### config.mk
export PLATFORM = sky130hd
export DESIGN_NAME = spram_rr_arbiter
export DESIGN_NICKNAME = d
export VERILOG_FILES = /design/src/rtl/spram_arb_pkg.sv /design/src/rtl/rr_pick.sv /design/src/rtl/spram_rr_arbiter.sv
export SDC_FILE = /design/constraint.sdc
export NUM_CORES = 1
export LEC_CHECK = 0
export ABC_CLOCK_PERIOD_IN_PS = 2400
export CORE_ASPECT_RATIO = 1.2
export CORE_MARGIN = 5
export CORE_UTILIZATION = 38
export CTS_BUF_LIST = sky130_fd_sc_hd__clkbuf_8
export CTS_CLUSTER_SIZE = 40
export DETAILED_ROUTE_END_ITERATION = 10
export PLACE_DENSITY_LB_ADDON = 0.3
export SLEW_MARGIN = 10
export SYNTH_ARGS = -nofsm -noshare
export SYNTH_HDL_FRONTEND = slang
export SYNTH_SLANG_ARGS = --single-unit
### constraint.sdc
create_clock -name clk -period 2.4 [get_ports clk]
set_clock_uncertainty 0.15 [all_clocks]
set_input_delay 0.48 -clock clk [delete_from_list [all_inputs] [get_ports clk]]
set_output_delay 0.48 -clock clk [all_outputs]
set_load 0.1 [all_outputs]
### src/rtl/spram_arb_pkg.sv
// spram_arb_pkg: shared state encoding, default widths and pointer-width helper
// for the single-port RAM round-robin arbiter.
package spram_arb_pkg;

    typedef enum logic [1:0] {
        IDLE  = 2'd0,
        ISSUE = 2'd1,
        RESP  = 2'd2
    } state_t;

    localparam int DEF_N_REQ          = 4;
    localparam int DEF_ADDR_WIDTH     = 5;
    localparam int DEF_DATA_WIDTH     = 32;
    localparam int DEF_TIMEOUT_CYCLES = 15;

    function automatic int ptr_width(input int n);
        return $clog2(n);
    endfunction

endpackage

### src/rtl/rr_pick.sv
// rr_pick: combinational round-robin picker; first set req bit at or after ptr,
// found by masking a doubled request vector and isolating its lowest set bit.
module rr_pick #(
    parameter int N  = 4,
    parameter int PW = 2
) (
    input  logic [N-1:0]  req,
    input  logic [PW-1:0] ptr,
    output logic [N-1:0]  grant,
    output logic [PW-1:0] idx
);

    logic [2*N-1:0] masked;
    logic [2*N-1:0] first;

    always_comb begin
        masked = {req, req} & ({(2*N){1'b1}} << ptr);
        first  = masked & (-masked);
        grant  = first[N-1:0] | first[2*N-1:N];
        idx    = '0;
        for (int i = 0; i < N; i++)
            if (grant[i]) idx = PW'(i);
    end

endmodule

### src/rtl/spram_rr_arbiter.sv
// spram_rr_arbiter: round-robin arbiter sharing one single-port RAM among N_REQ requesters.
// Define SPRAM_ARB_TIMEOUT_EN to add an ISSUE-state watchdog of TIMEOUT_CYCLES.
module spram_rr_arbiter
    import spram_arb_pkg::*;
#(
    parameter int N_REQ          = DEF_N_REQ,
    parameter int ADDR_WIDTH     = DEF_ADDR_WIDTH,
    parameter int DATA_WIDTH     = DEF_DATA_WIDTH,
    parameter int TIMEOUT_CYCLES = DEF_TIMEOUT_CYCLES
) (
    input  logic                        clk,
    input  logic                        rstn,
    input  logic [N_REQ-1:0]            req,
    input  logic [N_REQ-1:0]            req_wr,
    input  logic [N_REQ*ADDR_WIDTH-1:0] req_addr,
    input  logic [N_REQ*DATA_WIDTH-1:0] req_wdata,
    output logic [N_REQ-1:0]            done,
    output logic [DATA_WIDTH-1:0]       rdata,
    output logic                        err,
    output logic                        busy,
    output logic                        ram_en,
    output logic                        ram_valid,
    output logic                        ram_wr_rd,
    output logic [ADDR_WIDTH-1:0]       ram_addr,
    output logic [DATA_WIDTH-1:0]       ram_din,
    input  logic [DATA_WIDTH-1:0]       ram_dout,
    input  logic                        ram_ready,
    input  logic                        ram_error
);

    localparam int PW = ptr_width(N_REQ);

    state_t          state;
    logic [PW-1:0]   ptr;
    logic [PW-1:0]   owner;
    logic [N_REQ-1:0] pick_gnt;
    logic [PW-1:0]   pick_idx;
    logic            expired;

    rr_pick #(.N(N_REQ), .PW(PW)) u_pick (
        .req   (req),
        .ptr   (ptr),
        .grant (pick_gnt),
        .idx   (pick_idx)
    );

`ifdef SPRAM_ARB_TIMEOUT_EN
    localparam int CW = $clog2(TIMEOUT_CYCLES + 1);
    logic [CW-1:0] wd_cnt;
    assign expired = (wd_cnt == CW'(TIMEOUT_CYCLES));
    // Held at zero outside ISSUE so every transaction starts counting from 0.
    always_ff @(posedge clk or negedge rstn)
        if (!rstn) wd_cnt <= '0;
        else if (state != ISSUE) wd_cnt <= '0;
        else wd_cnt <= wd_cnt + 1'b1;
`else
    logic unused_timeout;
    assign expired = 1'b0;
    assign unused_timeout = ^TIMEOUT_CYCLES;
`endif

    always_ff @(posedge clk or negedge rstn) begin
        if (!rstn) begin
            state     <= IDLE;
            ptr       <= '0;
            owner     <= '0;
            done      <= '0;
            rdata     <= '0;
            err       <= 1'b0;
            busy      <= 1'b0;
            ram_en    <= 1'b0;
            ram_valid <= 1'b0;
            ram_wr_rd <= 1'b0;
            ram_addr  <= '0;
            ram_din   <= '0;
        end else begin
            case (state)
                IDLE: if (|req) begin
                    owner     <= pick_idx;
                    ram_en    <= 1'b1;
                    ram_valid <= 1'b1;
                    ram_wr_rd <= |(req_wr & pick_gnt);
                    ram_addr  <= req_addr[pick_idx*ADDR_WIDTH +: ADDR_WIDTH];
                    ram_din   <= req_wdata[pick_idx*DATA_WIDTH +: DATA_WIDTH];
                    busy      <= 1'b1;
                    state     <= ISSUE;
                end
                // ready wins over a simultaneous watchdog expiry
                ISSUE: if (ram_ready || expired) begin
                    if (ram_ready && !ram_wr_rd) rdata <= ram_dout;
                    err       <= ram_ready ? ram_error : 1'b1;
                    done      <= N_REQ'(1) << owner;
                    ram_en    <= 1'b0;
                    ram_valid <= 1'b0;
                    ram_wr_rd <= 1'b0;
                    ram_addr  <= '0;
                    ram_din   <= '0;
                    state     <= RESP;
                end
                RESP: begin
                    done  <= '0;
                    busy  <= 1'b0;
                    ptr   <= (owner == PW'(N_REQ - 1)) ? '0 : owner + 1'b1;
                    state <= IDLE;
                end
                default: state <= IDLE;
            endcase
        end
    end

endmodule

Word level (Yosys, flattened, before mapping)
Cells that the tools add are included.
- $add $sub $neg: 2
- multipliers: 1
- shift-type cells: 4
- reduce and logical (&&, ||, !) cells: 15
- mux-type cells: 21
- bitwise gates (word level): 4
- equal/unequal tests: 5
- operators with widths (kind ; count):
    $shiftx A128 B8 Y32 ; 1
    $mux W32 ; 2
    $pmux W32 S2 ; 1
    $shiftx A20 B6 Y5 ; 1
    $and A8 B8 Y8 ; 2
    $mux W2 ; 5
    $mux W5 ; 2
    $pmux W5 S2 ; 1
    $reduce_and A2 Y1 ; 5
    $neg A8 Y8 ; 1
    $pmux W4 S2 ; 1
    $reduce_or A4 Y1 ; 2
    $shl A8 B2 Y8 const A ; 1
    $pmux W1 S2 ; 3
    $reduce_and A3 Y1 ; 2
    $reduce_bool A2 Y1 ; 3
    $mul A2 B3 Y5 const B ; 1
    $and A4 B4 Y4 ; 1
    $eq A2 B2 Y1 const B ; 2
    $mux W1 ; 4
    $mux W4 ; 1
    $ne A2 B2 Y1 const B ; 2
    $or A4 B4 Y4 ; 1
    $pmux W2 S2 ; 1
    other kinds (6) ; 6
- input port bits: 192
- output and inout bits: 78
- word-level logic and storage cells: 63
- bits in registers: 83

Depth between registers and ports, before layout
- depth after elaboration: 12
- depth in mapped cells: 8
- gate-level depth less buffers: 5

Cells and area by module
Synthesis repeated with hierarchy kept, for this count alone.
- cells, all modules: 361
- area total of the unflattened synthesis: 4574.4 um2
- modules (own cells, without submodules) (module ; sequential area each (um2) ; area an instance (um2) ; cells each ; times used):
    spram_rr_arbiter ; 2077.0 ; 4396.7 ; 331 ; 1
    rr_pick ; 0.0 ; 177.7 ; 30 ; 1

Least setup slack after synthesis
OpenSTA, ideal clock, no wires.
- kind: register -> output
- from: register ram_valid
- to: output ram_valid
- data arrival time: 1.340 ns
- required time: 1.770 ns
- path slack: 0.430 ns
- stages on the path, launching flop included: 2
- path buffers: 1
- cell sequence: dfrtp_1 buf_4
- RTL lines (what ; RTL line ; source):
    start, declared ; spram_rr_arbiter.sv:22 ; output logic ram_valid,
    start signal, assigned ; spram_rr_arbiter.sv:72 ; ram_valid <= 1'b0;
    start signal, assigned ; spram_rr_arbiter.sv:81 ; ram_valid <= 1'b1;
    start signal, assigned ; spram_rr_arbiter.sv:94 ; ram_valid <= 1'b0;
No word-level cell between the ends.

Final worst setup path
- from: input req[3]
- to: register ram_din[11]
- longest elaborated chain between the ends: 10
- elaborated cells on any way between the ends: 13
- classes of those cells: add/sub (1); eq/ne (1); shift (1); mux (5); bitwise (3); reduce/logical (2)
- RTL lines (what ; RTL line ; source):
    start, declared ; spram_rr_arbiter.sv:13 ; input logic [N_REQ-1:0] req,
    $and A8 B8 Y8 ; rr_pick.sv:17 ; masked = {req, req} & ({(2*N){1'b1}} << ptr);
    $neg A8 Y8 ; rr_pick.sv:18 ; first = masked & (-masked);
    $and A8 B8 Y8 ; rr_pick.sv:18 ;
    $or A4 B4 Y4 ; rr_pick.sv:19 ; grant = first[N-1:0] | first[2*N-1:N];
    $mux W1 ; rr_pick.sv:22 ; if (grant[i]) idx = PW'(i);
    $mux W2 (2 in series) ; rr_pick.sv:22 ;
    $shiftx A128 B8 Y32 ; spram_rr_arbiter.sv:84 ; ram_din <= req_wdata[pick_idx*DATA_WIDTH +: DATA_WIDTH];
    $mux W32 ; spram_rr_arbiter.sv:78 ; IDLE: if (|req) begin
    $pmux W32 S2 ; spram_rr_arbiter.sv:77 ; case (state)
    end signal, assigned ; spram_rr_arbiter.sv:84 ;
    end, declared ; spram_rr_arbiter.sv:25 ; output logic [DATA_WIDTH-1:0] ram_din,
Several ways; a longest one is shown, not always the timed one. The select of a mux whose other input is x is not followed.
A chain may end at the register's enable or synchronous reset.

==> results.tsv <==
stage	metric	value	unit
yosys	yosys-top-cells-area	dfrtp_1, o221ai_1, mux2_2	
yosys	synth-edff-count	0	
hold_path	hold_depth	2	
yosys	ys.flop_type	dfrtp_1	
placement	place.gp.congestion	0.836	
worst_setup_path	cp-end-kind	register	
route	wl_met1	6400	µm
route	routed_wl	16600	µm
yosys	netlist_instances	378	
global_routing	antenna_found_initial	0	
worst_setup_path	worst-path-max-fanout	22	
placement	dpl_cell_area	0.00706	mm²
clock_tree	root_buffer	clkbuf_8	
die	start_util	0.386	
cells_and_area	drive_above_1_share	0.283	
yosys	syn_area_per_cell	11.3	µm²
die	io_pins	270	
clock_tree	clk_latency	0.34	ns
clock_tree	cts.clk_slew.worst_paths	0.08	ns
cells_and_area	instances_no_fill	791	
sta	holdWs	0.352	ns
route	firstDrtPassIters	4	
clock_tree	post-cts-setup-buffer-count	0	
cells_and_area	finish.instance_area	0.00731	mm²
sta	setup_viol	0	
global_routing	grt-ovfl-total	0	
run_status	run_status	finished, final reports clean	
sta	drv_slew	0	
job	cap_violations	0	
sta	period_share	0.891	
die	die_x	107	µm
hold_path	whs_endpoint	ram_din[28]	
yosys	ys_ff_latch	83	
power	p_per_area	1680	mW/mm²
sta	worst_pin_slew	0.575	ns
cells_and_area	num-fill-cells	864	
route	drt-initial-drc-count	168	
cells_and_area	syn_to_final_growth	71.5	%
hold_path	min-delay-start	ram_din[28]	
route	wl_met3	1100	µm
die	num_rows	42	
clock_tree	clockBufferDepth	2	
placement	numPortBuffers	269	
sta	finalHoldViolCount	0	
placement	place_inst	773	
sta	fmax	0.468	GHz
clock_tree	cts_tree	yes	
hold_path	hp-class	reg -> reg	
power	ir_worst_vdd	952	µV
die	coreArea	0.0110	mm²
sta	maxSlewHeadroom	0.617	
sta	rsz0062_at_grt	false	
worst_setup_path	arrival	2.21	ns
yosys	synth_nets	574	
yosys	ys_seq_area_frac	0.488	
yosys	ys_async_sr_fraction	1.00	
global_routing	grt_pass1_wl	26000	µm
route	via_per_inst	5.50	
global_routing	grtUsageTotal	0.246	
yosys	syn_area	0.00426	mm²
worst_setup_path	rr_worst_depth	6	
route	route.met2.wl	8530	µm
worst_setup_path	r2r-end	ram_din[17]	
cells_and_area	register_area	0.00208	mm²
cells_and_area	fin_util	0.662	
sta	fin_crit	2.14	ns
global_routing	grt_max_degree	43	
route	vias	4347	
worst_setup_path	worstSetupPathType	in -> reg	
global_routing	first_global_vias	4619	
cells_and_area	final_nets	849	
clock_tree	numCtsBuffers	9	
die	die_area	0.0134	mm²
power	p_leak	3.07	nW
yosys	ys_warn_count	0	
route	highest_layer	met4	
yosys	yosysUniqueCellTypes	36	
worst_setup_path	critPathLaunchType	input port	
worst_setup_path	timing.rr.start	ptr[1]	
sta	fin_tns_setup	0	ns
placement	hpwl	12900	µm
route	drc	0	
die	die_y	126	µm
clock_tree	cts_num_sinks	83	
worst_setup_path	rrSetupSlack	0.44	ns
worst_setup_path	required	2.47	ns
clock_tree	htreeDepth	3	
yosys	synth.top_cell.area_share	0.488	
yosys	yosys.area.top_type	dfrtp_1	
clock_tree	cts_resized	0	
route	drtAntennaViolNets	0	
route	wl_per_cell	21.0	µm
cells_and_area	multiInputGateArea	0.00196	mm²
==> per-layer routing <==
| layer | track usage | vias to the layer above |
|---|---|---|
| met4 | 0.0978 | 0 |
| met2 | 0.425 | 175 |
| met3 | 0.0604 | 38 |
| met5 | 0 | - |
| met1 | 0.292 | 2125 |
| li1 | - | 2009 |
==> sequential cells by signal, indices dropped and copies added, names as in the netlist <==
name / count
ram_din: 32
done: 4
owner: 2
ptr: 2
busy: 1
ram_valid: 1
err: 1
rdata: 32
ram_addr: 5
state: 2
ram_wr_rd: 1
==> final cells by class <==
class,count,share of cell area
repair buffers,299,0.390
diodes,1,0.000342
flip-flops and latches,83,0.284
clock inverters,6,0.0130
multi-input cells,254,0.268
well taps,132,0.0226
clock buffers,10,0.0188
inverters,6,0.00308
==> synth_stat cells (4+ instances only) <==
cell type,count
inv_1,6
a21o_1,4
buf_2,18
o21ai_0,6
clkbuf_1,9
o221ai_1,54
mux2_2,34
dfrtp_1,83
o221ai_2,20
nand2_1,49
ha_1,4
a31oi_1,4
nand3_1,42
a21oi_1,6
buf_6,4
nor2b_1,5
==> report_power, final <==
part	leakage [nW]	total [W]	switching (W)	internal, W
Clock	0.111	0.00116	0.000538	0.000626
Combinational	1.95	0.00860	0.00640	0.00220
Sequential	1.01	0.00251	0.000431	0.00208
==> timing repair <==
action,CTS,global route
hold buffers,1,0
hold endpoints to repair,40,0
setup endpoints to repair,0,0
==> cell families (layout without fill, tap and decap cells) <==
group	count (synthesis)	count (layout)	synth area share
flops	83	83	0.488
other cells	0	1	0
fa+ha+maj	4	4	0.0117
compound gates	106	106	0.233
simple gates	110	110	0.120
mux	34	34	0.0899
buf+inv	41	321	0.0579
==> cell usage in the layout, fill, tap and decap left out, drive strengths merged, types with 3 or more instances in the layout <==
cell type,count
mux2,34
a21oi,6
a31oi,5
o221ai,74
inv,8
dfrtp,83
nand3,42
nor2b,5
a21o,4
nor2,4
clkdlybuf4s50,190
nand2b,3
o21ai,7
buf,108
clkbuf,10
ha,4
nand2,49
==> worst max path at each step <==
| stage | to | startpoint |
|---|---|---|
| floorplan | ram_valid | ram_valid |
| global placement | ram_din[14] | req[3] |
| detailed placement | ram_din[11] | req[3] |
| CTS | ram_din[11] | req[3] |
| global route | ram_din[11] | req[3] |
| finish | ram_din[11] | req[3] |
==> critical path, stage by stage <==
cell,delay (ns)
clkdlybuf4s50_1,0.43
buf_4,0.16
or2b_1,0.22
a21o_1,0.19
and3_2,0.25
buf_12,0.18
o221ai_1,0.20
nand3_1,0.09
==> through the flow <==
stage                     worst slack, ns  total power (W)
after floorplan                     0.430          0.00891
after global placement            -0.0605           0.0110
after detailed placement           -0.103           0.0112
after CTS                           0.264           0.0124
after global routing                0.170           0.0128
final                               0.261           0.0123
No activity file was read; power rests on OpenSTA's default activity.
